<file path="src/rtl/stopwatch_cmd_ctrl.sv">
// rtl/stopwatch_cmd_ctrl.sv - PS/2 key command decoder driving N stopwatch channels
// Per-channel IDLE/RUN/PAUSE machines with select, broadcast, lap and error flagging.
module stopwatch_cmd_ctrl #(
   parameter int                DATA_W    = 8,
   parameter int                N_CH      = 2,
   parameter logic [DATA_W-1:0] KEY_RESET = 8'h0D,
   parameter logic [DATA_W-1:0] KEY_START = 8'h73,
   parameter logic [DATA_W-1:0] KEY_STOP  = 8'h74,
   parameter logic [DATA_W-1:0] KEY_LAP   = 8'h6C,
   parameter logic [DATA_W-1:0] KEY_ALL   = 8'h61,
   parameter logic [DATA_W-1:0] KEY_SEL0  = 8'h31,
   localparam int               SW        = (N_CH > 1) ? $clog2(N_CH) : 1
) (
   input  logic              clk,
   input  logic              rst,
   input  logic [DATA_W-1:0] data,
   input  logic              data_valid,
   output logic [N_CH-1:0]   run,
   output logic [N_CH-1:0]   clear,
   output logic [N_CH-1:0]   lap,
   output logic [2*N_CH-1:0] st,
   output logic [SW-1:0]     sel,
   output logic              bcast,
   output logic              err
);

   typedef enum logic [1:0] {
      ST_IDLE  = 2'b00,
      ST_RUN   = 2'b01,
      ST_PAUSE = 2'b10
   } state_t;

   state_t            st_q [N_CH];
   state_t            st_d [N_CH];
   logic [N_CH-1:0]   clear_q, clear_d;
   logic [N_CH-1:0]   lap_q, lap_d;
   logic              err_q, err_d;
   logic [SW-1:0]     sel_q, sel_d;
   logic              bcast_q, bcast_d;
   logic [N_CH-1:0]   tgt;
   logic [DATA_W-1:0] sel_idx;

   // Keys below KEY_SEL0 wrap to a large index, so they land in the error branch.
   assign sel_idx = data - KEY_SEL0;

   always_comb begin
      tgt = '0;
      for (int k = 0; k < N_CH; k++) begin
         tgt[k] = bcast_q || (sel_q == SW'(k));
      end
   end

   always_comb begin
      st_d    = st_q;
      sel_d   = sel_q;
      bcast_d = bcast_q;
      clear_d = '0;
      lap_d   = '0;
      err_d   = 1'b0;
      if (data_valid) begin
         if (data == KEY_RESET) begin
            for (int k = 0; k < N_CH; k++) begin
               if (tgt[k]) begin
                  st_d[k]    = ST_IDLE;
                  clear_d[k] = 1'b1;
               end
            end
         end else if (data == KEY_START) begin
            for (int k = 0; k < N_CH; k++) begin
               if (tgt[k]) st_d[k] = ST_RUN;
            end
         end else if (data == KEY_STOP) begin
            for (int k = 0; k < N_CH; k++) begin
               if (tgt[k] && st_q[k] == ST_RUN) st_d[k] = ST_PAUSE;
            end
         end else if (data == KEY_LAP) begin
            for (int k = 0; k < N_CH; k++) begin
               if (tgt[k] && st_q[k] == ST_RUN) lap_d[k] = 1'b1;
            end
         end else if (data == KEY_ALL) begin
            bcast_d = 1'b1;
         end else if (sel_idx < DATA_W'(N_CH)) begin
            sel_d   = sel_idx[SW-1:0];
            bcast_d = 1'b0;
         end else begin
            err_d = 1'b1;
         end
      end
   end

   always_ff @(posedge clk or posedge rst) begin
      if (rst) begin
         for (int k = 0; k < N_CH; k++) begin
            st_q[k] <= ST_IDLE;
         end
         clear_q <= '0;
         lap_q   <= '0;
         err_q   <= 1'b0;
         sel_q   <= '0;
         bcast_q <= 1'b0;
      end else begin
         for (int k = 0; k < N_CH; k++) begin
            st_q[k] <= st_d[k];
         end
         clear_q <= clear_d;
         lap_q   <= lap_d;
         err_q   <= err_d;
         sel_q   <= sel_d;
         bcast_q <= bcast_d;
      end
   end

   always_comb begin
      run = '0;
      st  = '0;
      for (int k = 0; k < N_CH; k++) begin
         run[k]       = (st_q[k] == ST_RUN);
         st[2*k +: 2] = st_q[k];
      end
   end

   assign clear = clear_q;
   assign lap   = lap_q;
   assign err   = err_q;
   assign sel   = sel_q;
   assign bcast = bcast_q;

endmodule

</file>
<file path="config.mk">
export PLATFORM = sky130hd
export DESIGN_NAME = stopwatch_cmd_ctrl
export DESIGN_NICKNAME = d
export VERILOG_FILES = /design/src/rtl/stopwatch_cmd_ctrl.sv
export SDC_FILE = /design/constraint.sdc
export NUM_CORES = 1
export LEC_CHECK = 0
export BUFFER_PORTS_ARGS = -buffer_cell sky130_fd_sc_hd__buf_2
export CAP_MARGIN = 25
export CORE_MARGIN = 10
export CORE_UTILIZATION = 46
export DETAILED_ROUTE_END_ITERATION = 10
export GPL_ROUTABILITY_DRIVEN = 1
export GPL_TIMING_DRIVEN = 1
export HOLD_SLACK_MARGIN = 0.08
export PLACE_DENSITY = 0.75
export SYNTH_ARGS = -nofsm -noshare
export SYNTH_HDL_FRONTEND = slang
export SYNTH_SLANG_ARGS = --single-unit
</file>
<file path="constraint.sdc">
create_clock -name clk -period 1.75 [get_ports clk]
set_clock_uncertainty 0.15 [all_clocks]
set_input_delay 0.0875 -clock clk [delete_from_list [all_inputs] [get_ports clk]]
set_output_delay 0.0875 -clock clk [all_outputs]
set_load 0.02 [all_outputs]
</file>
; ---- Word-level counts from Yosys, hierarchy flattened
; Index checks and enable logic that the tools add are counted.
; W data, S select, Z words.
[classes]
n_mux = 29
n_eq_ne = 11
add_sub_neg = 1
order_cmp = 1
n_reduce_logical = 12
bitwise_logic = 6
[op_table]
columns = cell, n
row1 = $eq A8 B7 Y1 const B, 4
row2 = $mux W2, 13
row3 = $mux W1, 13
row4 = $mux W4, 3
row5 = $reduce_and A5 Y1, 2
row6 = $reduce_bool A3 Y1, 3
row7 = $eq A8 B4 Y1 const B, 1
row8 = $lt A8 B2 Y1 const B, 1
row9 = $ne A2 B2 Y1 const B, 4
row10 = $sub A8 B6 Y8 const B, 1
row11 = $reduce_and A7 Y1, 1
row12 = $not A1 Y1, 6
row13 = $reduce_and A6 Y1, 1
row14 = $eq A2 B1 Y1 const B, 2
row15 = $logic_and A1 B1 Y1, 2
row16 = $logic_or A1 B1 Y1, 2
row17 = $reduce_bool A2 Y1, 1
[totals]
word_cells = 67
in_bits = 11
out_inout_bits = 13
reg_bits = 11

; ---- Logic depth before layout (Yosys ltp)
[logic_depth]
depth_word = 9
mapped_depth = 6
mapped_depth_nobuf = 6

; ---- Worst setup path before layout
; Ideal clock, no wire load.
[synth_timing]
path_kind = input -> register
from = input port data[1]
to = register st_q (netlist bit st[1])
arrival_ns = 1.376
cell_stages = 6
setup_time_ns = 0.121
path_slack_ns = 0.103
path_buffers = 0
cell_sequence = inv_1 > ha_1 > or3b_1 > or4_4 > o31a_1 > o22a_1
[synth_between]
elab_chain_len = 3
elab_cells_between_ends = 10
classes_between = eq/ne: 5 / mux: 2 / reduce/logical: 3
[synth_rtl]
columns = item, line
row1 = from (decl), 16  ; input logic [DATA_W-1:0] data,
row2 = "$eq A8 B7 Y1, or another cell as far along", 68  ; end else if (data == KEY_START) begin
row3 = "$ne A2 B2 Y1 (no line), or another cell as far along", --
row4 = $reduce_and A5 Y1 (no line) or $mux W4 (tied branches), --
row5 = "to (signal, indexed assignment)", 103  ; st_q[k] <= st_d[k];
row6 = to (decl), 33  ; state_t st_q [N_CH];
; Parallel ways exist; a longest one is shown, timed or not.
; A chain may end at the register's enable or synchronous reset.

; ---- Worst setup path in the final report
[layout_timing]
from = input port data[2]
to = register lap_q[1] (netlist: lap[1])
[layout_between]
elab_chain_len = 6
elab_cells_between_ends = 9
classes_between = eq/ne: 4 / mux: 5
[layout_rtl]
columns = item, line
row1 = $eq A8 B7 Y1, 76  ; end else if (data == KEY_LAP) begin
row2 = $mux W2, 76
row3 = $mux W2, 72  ; end else if (data == KEY_STOP) begin
row4 = $mux W2, 68
row5 = $mux W2 (*), 61  ; if (data == KEY_RESET) begin
row6 = $mux W2 (*), 60  ; if (data_valid) begin
row7 = net lap_d[1], 36  ; logic [N_CH-1:0] lap_q, lap_d;
row8 = to (signal assigned), 106  ; lap_q <= lap_d;
row9 = to (decl), 36
; Mark *: on every way through the listed nets, which the timed path passes. The rest lies on a longest branch.

==> qor.yml <==
cts_tree: "built"
critPathLaunch: "data[2]"
cp_num_cells: 5
die_area_mm2: 0.00333
cts_resized: 0
io_pins: 24
cts_hold_repair.buffers: 5
area_delta_synth_final_pct: 38.3
cp_cell_sequence: "buf_2, dlygate4sd3_1, nand4_1, dlygate4sd3_1, nor4_1"
clock_sinks: 11
place_hpwl_um: 1370
cts_root_buf: "clkbuf_4"
yosysTopAreaCellShare_pct: 42.1
dr.first_iter.drc_count: 10
placementRows: 13
finalInstanceArea_um2: 903
cts_max_path_buffers: 2
cts_buffers: 3
final-setup-viol-count: 0
ant_nets: 0
grt_pass1_wl_um: 2880
antenna_found_initial: 0
ys_seq_elements: 11
fmax_mhz: 605
dpl_cell_area_um2: 827
wire_per_inst_um: 13.8
yosysWarnings: 0
cts_setup_buffers: 0
gp_congestion: 0.763
via_per_inst: 5.43
rsz0062_at_grt: "false"
cp_top_family: "buffers and inverters"
diodes: 0
wl_um: 1670
place_inst: 112
crit_type: "input port to flop"
synthMuxAreaShare_pct: 4.60
initial_core_util_pct: 49.6
r2r-start: "sel"
nets: 121
syn_area_per_cell_um2: 9.47
worstPathMaxFanout: 7
fin_cells: 121
arrival_ns: 1.67
critPathMaxStageDelay_ns: 0.60
dieHeight_um: 57.7
vias: 657
cap_violations: 0
grt_pass1_vias: 677
final_util_pct: 68.6
powerDensity_mw_per_mm2: 617
drc_errors: 0
htreeDepth: 1
synth_common_cells: "dfrtp_1, nor2_1, inv_1, nor3_1, o21ai_0"
start_kind: "input port"
crit_end: "lap[1]"
grt_overflow: 0
yosysSeqAreaShare_pct: 42.1
syn_nets: 83
synthAdderAreaFrac_pct: 5.75
yosysMostFrequentCell: "dfrtp_1"
grtUsageTotal_pct: 10.5
synth_compound_area_share_pct: 16.1
grt_max_degree: 12
syn-instance-count: 69
fin_crit_ns: 1.65
r2r_cells: 5
hold_class: "input port to flop"
required_ns: 1.76
finalSetupTns_ns: 0
path_buf_inv: 3
clkTransAtPathRegs_ns: 0.07
ys.flop_type: "dfrtp_1"
firstDrtPassIters: 4
peakVddDrop_mv: 0.302
cp_common_cell: "dlygate4sd3_1"
maxSlewHeadroom_pct: 71.8
synth_top_area_cell: "dfrtp_1"
hp-start: "data[7]"
hold_viol: 0
synth_top_family_by_area: "simple AND/OR/NAND/NOR gates"
critPathSlowestCell: "dlygate4sd3_1"
synth_cell_type_count: 28
leakage_nw: 0.443
r2r_end: "st[0]"
insertion_delay_ns: 0.26
r2r_setup_slack_ns: 0.51
io_buffers: 23
tightest_slew_ns: 0.422
synth_xor_area_share_pct: 0
netlist_area_um2: 653
outcome: "completed"
synth.area.top_cells: "dfrtp_1, ha_1, mux2i_1"
period_share_pct: 94.4
async_reset_ff_share_pct: 100
core_mm2: 0.00132
drive_gt1_share_pct: 31.1
die_x_um: 57.7
end_kind: "flop"
maxSlewViolCount: 0
yosys.area_share.simple_pct: 27.2
synth-edff-count: 0
==> registers in the layout, summed over array words and instances, names as in the netlist <==
| name | count |
|---|---|
| st | 4 |
| sel | 1 |
| lap | 2 |
| err | 1 |
| bcast | 1 |
| clear | 2 |
==> per-layer routing <==
metal  GRT usage (%)  vias up  routed length [um]
met5               0        -                   0
li1                -      330                   -
met3            2.18        4                 100
met2            18.7       21                 854
met4            6.71        0                  31
met1            10.8      302                 679
==> worst min-delay path: stages <==
cell and delay [ns]:
buf_2 0.11, or4_4 0.13, buf_4 0.11, nor2_1 0.04
==> layout by cell type (no fill, tap or decap), types with 2 or more instances in the layout <==
cell type,instances
buf_2,23
dfrtp_1,11
nor2_1,7
inv_1,6
nor3_1,6
buf_4,6
dlygate4sd3_1,5
o21ai_0,4
nand2b_1,3
mux2i_1,3
ha_1,3
clkbuf_4,3
nand3b_1,2
nand2_1,2
o21ai_1,2
nor4_1,2
a31oi_1,2
o22a_1,2
==> cell families (layout without fill, tap and decap cells) <==
| family | Yosys count | after routing |
|---|---|---|
| AND/OR/NAND/NOR | 30 | 30 |
| AO/OA/AOI/OAI | 15 | 15 |
| flip-flops | 11 | 11 |
| buffers and inverters | 7 | 44 |
| adder cells (fa/ha/maj) | 3 | 3 |
| multiplexers | 3 | 3 |
==> stage by stage <==
step	hold WS [ns]	setup WS, ns	total power [mW]
after floorplan	-0.210	0.103	0.335
after global placement	-0.0645	-0.0113	0.384
after detailed placement	-0.0574	-0.0549	0.386
after CTS	0.0868	0.140	0.559
after global routing	0.117	0.0159	0.580
final	0.0929	0.0975	0.558
==> final cells by class <==
cell class                      instances  area, um^2
Clock buffer                            4        26.3
Inverter                                6        22.5
Tap cell                               15        18.8
Multi-Input combinational cell         51         350
Fill cell                             105         414
Sequential cell                        11         275
Timing Repair Buffer                   34         210
==> report_power, final <==
part / switching [mW] / internal, mW / leakage, nW
combinational: 0.0659 / 0.0532 / 0.292
clock: 0.0812 / 0.0882 / 0.0150
sequential: 0.00683 / 0.262 / 0.136
==> worst min path at each step <==
stage / endpoint / slack, ns / cells past startpoint
6_report: clear[0] / 0.09 / 4
5_1_grt: clear[0] / 0.12 / 4
4_1_cts: clear[0] / 0.09 / 4
3_5_place_dp: clear[1] / -0.06 / 2
3_3_place_gp: sel / -0.06 / 2
2_1_floorplan: bcast / -0.21 / 1
Power figures use the tool's default switching activity.
